**config.mk**
```make
export PLATFORM = sky130hd
export DESIGN_NAME = mem_access_unit
export DESIGN_NICKNAME = d
export VERILOG_FILES = /design/src/rtl/mem_access_unit.sv
export SDC_FILE = /design/constraint.sdc
export NUM_CORES = 1
export LEC_CHECK = 0
export ABC_CLOCK_PERIOD_IN_PS = 4460
export BUFFER_PORTS_ARGS = -buffer_cell sky130_fd_sc_hd__buf_2
export CAP_MARGIN = 20
export CELL_PAD_IN_SITES_DETAIL_PLACEMENT = 0
export CELL_PAD_IN_SITES_GLOBAL_PLACEMENT = 1
export CORE_MARGIN = 8
export CORE_UTILIZATION = 42
export CTS_BUF_LIST = sky130_fd_sc_hd__clkbuf_16
export DETAILED_ROUTE_END_ITERATION = 10
export GPL_TIMING_DRIVEN = 0
export PLACE_DENSITY_LB_ADDON = 0.1
export SETUP_SLACK_MARGIN = 0.5
export SYNTH_ARGS = -nofsm -noshare
export SYNTH_HDL_FRONTEND = slang
export SYNTH_SLANG_ARGS = --single-unit
```
**constraint.sdc**
```tcl
create_clock -name clk_i -period 4.46 [get_ports clk_i]
set_input_delay 0.446 -clock clk_i [delete_from_list [all_inputs] [get_ports clk_i]]
set_output_delay 0.446 -clock clk_i [all_outputs]
set_load 0.1 [all_outputs]
```
**src/rtl/mem_access_unit.sv**
```systemverilog
// Load/store initiator for the word-wide, byte-addressed data memory.
// Word-aligns accesses, extends sub-word loads and merges sub-word stores by read-modify-write.
//
// state   | meaning
// IDLE    | ready for a request; accept on req_valid_i
// RD      | memory read of the aligned word (loads and sub-word stores)
// WR      | memory write of the merged or full store word
// RESP    | one-cycle response pulse, then back to IDLE
module mem_access_unit #(
  parameter int unsigned MEM_BYTES = 32
) (
  input  logic        clk_i,
  input  logic        rst_i,
  input  logic        req_valid_i,
  output logic        req_ready_o,
  input  logic        req_write_i,
  input  logic [1:0]  req_size_i,
  input  logic        req_unsigned_i,
  input  logic [31:0] req_addr_i,
  input  logic [31:0] req_wdata_i,
  output logic        resp_valid_o,
  output logic [31:0] resp_rdata_o,
  output logic        resp_err_o,
  output logic [31:0] mem_addr_o,
  output logic        mem_read_o,
  output logic        mem_write_o,
  output logic [31:0] mem_wdata_o,
  input  logic [31:0] mem_rdata_i
);

  typedef enum logic [1:0] {
    ST_IDLE = 2'd0,
    ST_RD   = 2'd1,
    ST_WR   = 2'd2,
    ST_RESP = 2'd3
  } state_t;

  localparam logic [1:0] SZ_BYTE = 2'd0;
  localparam logic [1:0] SZ_HALF = 2'd1;
  localparam logic [1:0] SZ_WORD = 2'd2;
  localparam logic [1:0] SZ_ILL  = 2'd3;

  state_t      state_q, state_d;
  logic [31:0] addr_q;
  logic [31:0] wdata_q;
  logic [31:0] word_q;
  logic [1:0]  size_q;
  logic        unsigned_q;
  logic        write_q;
  logic        err_q;

  logic        accept;
  logic [31:0] req_aligned;
  logic [32:0] req_last_byte;
  logic        req_out_of_range;
  logic        req_misaligned;
  logic        req_err;
  logic [31:0] aligned_q;
  logic [31:0] store_word;
  logic [31:0] load_word;
  logic [7:0]  load_byte;
  logic [15:0] load_half;

  assign accept = (state_q == ST_IDLE) && req_valid_i;

  // 33-bit sum so addresses near 2^32 cannot wrap back into range
  assign req_aligned      = {req_addr_i[31:2], 2'b00};
  assign req_last_byte    = {1'b0, req_aligned} + 33'd3;
  assign req_out_of_range = (req_last_byte >= 33'(MEM_BYTES));
  assign req_misaligned   = ((req_size_i == SZ_HALF) && req_addr_i[0]) ||
                            ((req_size_i == SZ_WORD) && (req_addr_i[1:0] != 2'b00));
  assign req_err          = (req_size_i == SZ_ILL) || req_misaligned || req_out_of_range;

  assign aligned_q = {addr_q[31:2], 2'b00};

  always_ff @(posedge clk_i or negedge rst_i) begin
    if (!rst_i) begin
      state_q    <= ST_IDLE;
      addr_q     <= '0;
      wdata_q    <= '0;
      word_q     <= '0;
      size_q     <= '0;
      unsigned_q <= 1'b0;
      write_q    <= 1'b0;
      err_q      <= 1'b0;
    end else begin
      state_q <= state_d;
      if (accept) begin
        addr_q     <= req_addr_i;
        wdata_q    <= req_wdata_i;
        size_q     <= req_size_i;
        unsigned_q <= req_unsigned_i;
        write_q    <= req_write_i;
        err_q      <= req_err;
      end
      if (state_q == ST_RD) begin
        word_q <= mem_rdata_i;
      end
    end
  end

  always_comb begin
    state_d = state_q;
    case (state_q)
      ST_IDLE: begin
        if (accept) begin
          if (req_err) begin
            state_d = ST_RESP;
          end else if (req_write_i && (req_size_i == SZ_WORD)) begin
            state_d = ST_WR;
          end else begin
            state_d = ST_RD;
          end
        end
      end
      ST_RD:   state_d = write_q ? ST_WR : ST_RESP;
      ST_WR:   state_d = ST_RESP;
      ST_RESP: state_d = ST_IDLE;
      default: state_d = ST_IDLE;
    endcase
  end

  // Sub-word stores overwrite only their lanes of the word captured in RD
  always_comb begin
    store_word = word_q;
    case (size_q)
      SZ_BYTE: store_word[{addr_q[1:0], 3'b000} +: 8] = wdata_q[7:0];
      SZ_HALF: store_word[{addr_q[1], 4'b0000} +: 16] = wdata_q[15:0];
      default: store_word = wdata_q;
    endcase
  end

  always_comb begin
    load_byte = word_q[{addr_q[1:0], 3'b000} +: 8];
    load_half = word_q[{addr_q[1], 4'b0000} +: 16];
    case (size_q)
      SZ_BYTE: load_word = unsigned_q ? {24'd0, load_byte} : {{24{load_byte[7]}}, load_byte};
      SZ_HALF: load_word = unsigned_q ? {16'd0, load_half} : {{16{load_half[15]}}, load_half};
      default: load_word = word_q;
    endcase
  end

  always_comb begin
    req_ready_o  = 1'b0;
    resp_valid_o = 1'b0;
    resp_rdata_o = '0;
    resp_err_o   = 1'b0;
    mem_addr_o   = '0;
    mem_read_o   = 1'b0;
    mem_write_o  = 1'b0;
    mem_wdata_o  = '0;
    case (state_q)
      ST_IDLE: req_ready_o = 1'b1;
      ST_RD: begin
        mem_read_o = 1'b1;
        mem_addr_o = aligned_q;
      end
      ST_WR: begin
        mem_write_o = 1'b1;
        mem_addr_o  = aligned_q;
        mem_wdata_o = store_word;
      end
      ST_RESP: begin
        resp_valid_o = 1'b1;
        resp_err_o   = err_q;
        if (!write_q && !err_q) begin
          resp_rdata_o = load_word;
        end
      end
      default: ;
    endcase
  end

endmodule

```
==> summary.txt <==
Die
  • Core area: 0.0144 mm2
  • IO Pins: 204
  • Die height: 137 um
  • Initial Util: 0.425
  • Die Area: 0.0187 mm2
  • Die W: 137 um
  • Site row count: 44

Place
  • Dpl cells: 946
  • GP Congestion: 0.879
  • Detailed placement HPWL: 16100 um
  • IO buf count: about 200

Clock tree
  • CTS tree: yes
  • Clock Pin Slew Worst Setup and Hold Paths: about 0.07 ns
  • Hold bufs inserted after CTS: 0
  • Clock tree sinks: about 100
  • Total CTS buffers: 9
  • CTS HTree Levels: 3
  • Worst-skew pair later-pin latency: 0.36 ns
  • Clock root cell: clkbuf_16
  • CTS max path bufs: 2

Worst setup path
  • Startpoint types: flip-flop
  • Worst path required time: 4.01 ns
  • WP data arrival: 3.20 ns
  • CP max stage delay: 0.49 ns
  • Launching point of the worst reg2reg path: state_q[1]
  • WS Path Type: flip-flop to primary output
  • CP endpoint kind: primary output
  • Critical path, cell by cell: buf_2 -> inv_2 -> ha_1 -> nor4bb_1 -> clkbuf_1 -> a221o_1 -> a22oi_1 -> nor2b_1 -> buf_2
  • Crit Path Max Fanout: 11
  • Setup slack, reg-to-reg: 2.36 ns
  • Slowest-stage cell, CP: dfrtp_1
  • Crit Reg-Reg Endpoint: wdata_q[6]
  • R2R depth: 5
  • Most frequent CP cell: buf_2

Timing
  • Fmax: 275 MHz
  • Final Hold Vio Count: 0
  • Tcrit/Tclk final: 0.817
  • Tmin final: 3.64 ns
  • Worst Max-Slew Pin Slew: 0.646 ns
  • Slew Viols, Final: 0
  • Skew final: 0.00966 ns
  • Final setup viols: 0
  • RSZ-0062 raised after global routing: false
  • Final setup TNS: 0 ns
  • Rel. slew slack: 0.569

Final layout
  • Layout cells sized above 1: 0.391
  • FF+latch area: roughly 0.0026 mm2
  • Area delta synth->final: 26.0%
  • Most common cell after layout, fill and taps aside: buf_2
  • Post-route insts no fill: between 900 and 1k
  • Total inserted antenna cells: 0
  • Multi-input gate area: 0.00333 mm2
  • Fillers: about 1.4k
  • NumNets Final: 885
  • Commonest non-fill, non-tap cells in the layout: buf_2, dfrtp_1, mux2_2
  • Final core utilization: 0.536

Global routing
  • GRT Total Usage: 0.220
  • Antenna violations before repair: 1
  • First-pass GRT wire length: around 32000 um
  • Vias in the first global route: 5666
  • GRT Residual Overflow: 0
  • Largest net degree at the start of global routing: 70

Route
  • Met2 WL post-DR: 9830 um
  • Wl on met1: 8390 um
  • Via count: between 5k and 6k
  • Vias/cell: 5.72
  • Met3 WL: 1980 um
  • Post-Route WL: 20700 um
  • DR WL/cell: 21.5 um
  • Detailed Routing Iterations Pass 1: 8
  • Top routing layer in use: met5
  • Number of remaining DRC errors: 0
  • Antenna viol nets, final: 0
  • Initial DRC Count: 359

Synth
  • Asr flop ratio synth: 1.00
  • Synth Cell Area: about 0.006 mm2
  • Register area share after synthesis: 0.420
  • Cells after Synth: 559
  • Mean post-synth cell area: 11.0 um2
  • Yosys reg bits: between 100 and 150
  • EDFF count, synth: 0
  • Ys flop type: dfrtp_1
  • Synth cell types: 45
  • Yosys warning count: 0

Run status
  • Status: finished, final reports clean

Min path
  • Worst hold path type: primary input to asynchronous set/reset pin

Run
  • Max-cap violation count: 0
layer usage:
metal / global-route usage / vias to the layer above
li1: - / 2529
met1: 0.265 / 2665
met2: 0.365 / 278
met3: 0.0709 / 33
met4: 0.0760 / 2
met5: 0 / -
critical path: cells and delay by family (launching register included):
family                   cells  cell delay, ns
flip-flops                   1            0.49
buffers and inverters        4            1.24
AND/OR/NAND/NOR              2            0.47
adder cells (fa/ha/maj)      1            0.35
AO/OA/AOI/OAI                2            0.27
stage by stage:
| step | hold slack, ns | instance area [um2] | worst slack, ns |
|---|---|---|---|
| 5_1_grt | 0.0793 | 7730 | 0.603 |
| 4_1_cts | 0.0494 | 7730 | 0.733 |
| 3_5_place_dp | 0.436 | 7410 | 1.15 |
| 3_3_place_gp | 0.465 | 7380 | 1.24 |
| 6_report | 0.0426 | 7730 | 0.818 |
| 2_1_floorplan | 0.150 | 6140 | -0.103 |
registers in the layout (all words and copies together) (netlist names):
register	count
addr_q	32
wdata_q	32
word_q	32
size_q	2
state_q	2
err_q	1
unsigned_q	1
write_q	1
layout make-up:
cell class / instances / share of cell area
tap: 184 / 0.0298
clock inverter: 7 / 0.0125
buffer: 47 / 0.0256
multi-input combinational: 399 / 0.430
clock buffer: 9 / 0.0291
timing repair buffer: 202 / 0.134
sequential: 103 / 0.333
inverter: 11 / 0.00534
kinds of logic (layout without fill, tap and decap cells):
logic type               Yosys count  count (layout)  share of synthesized area
AO/OA/AOI/OAI                    135             135                      0.166
AND/OR/NAND/NOR                  127             127                      0.116
multiplexers                     126             126                      0.240
flip-flops                       103             103                      0.420
buffers and inverters             58             276                     0.0389
adder cells (fa/ha/maj)            9               9                     0.0184
other                              1               2                   0.000611
cell usage after synthesis (16+ instances only):
| master | count | area [um2] |
|---|---|---|
| dfrtp_1 | 103 | 2580 |
| mux2_1 | 33 | 372 |
| clkbuf_1 | 37 | 139 |
| mux2i_1 | 18 | 180 |
| nor2b_1 | 26 | 163 |
| a22oi_1 | 17 | 128 |
| nor2_1 | 30 | 113 |
| mux2_2 | 68 | 766 |
| and2_1 | 31 | 194 |
| a21o_1 | 16 | 120 |
| a21oi_1 | 20 | 100 |
| a221o_1 | 16 | 160 |
how the worst max path moves through the flow:
stage / start / to / slack [ns] / cells after the start
after floorplan: state_q[0] / resp_rdata_o[13] / -0.10 / 4
after global placement: addr_q[1] / mem_wdata_o[29] / 1.24 / 9
after detailed placement: addr_q[1] / mem_wdata_o[7] / 1.15 / 8
after CTS: addr_q[1] / mem_wdata_o[7] / 0.73 / 8
after global routing: addr_q[1] / mem_wdata_o[29] / 0.60 / 9
final: addr_q[1] / mem_wdata_o[29] / 0.82 / 9
repair_timing:
item                       in CTS  in global routing
buffers inserted                0                  0
gates resized for setup         0                  1
setup endpoints to repair       0                  5
Power is left out: the tool's default activity adds up to more than one toggle a clock period on the data nets, which glitch-free logic cannot reach.
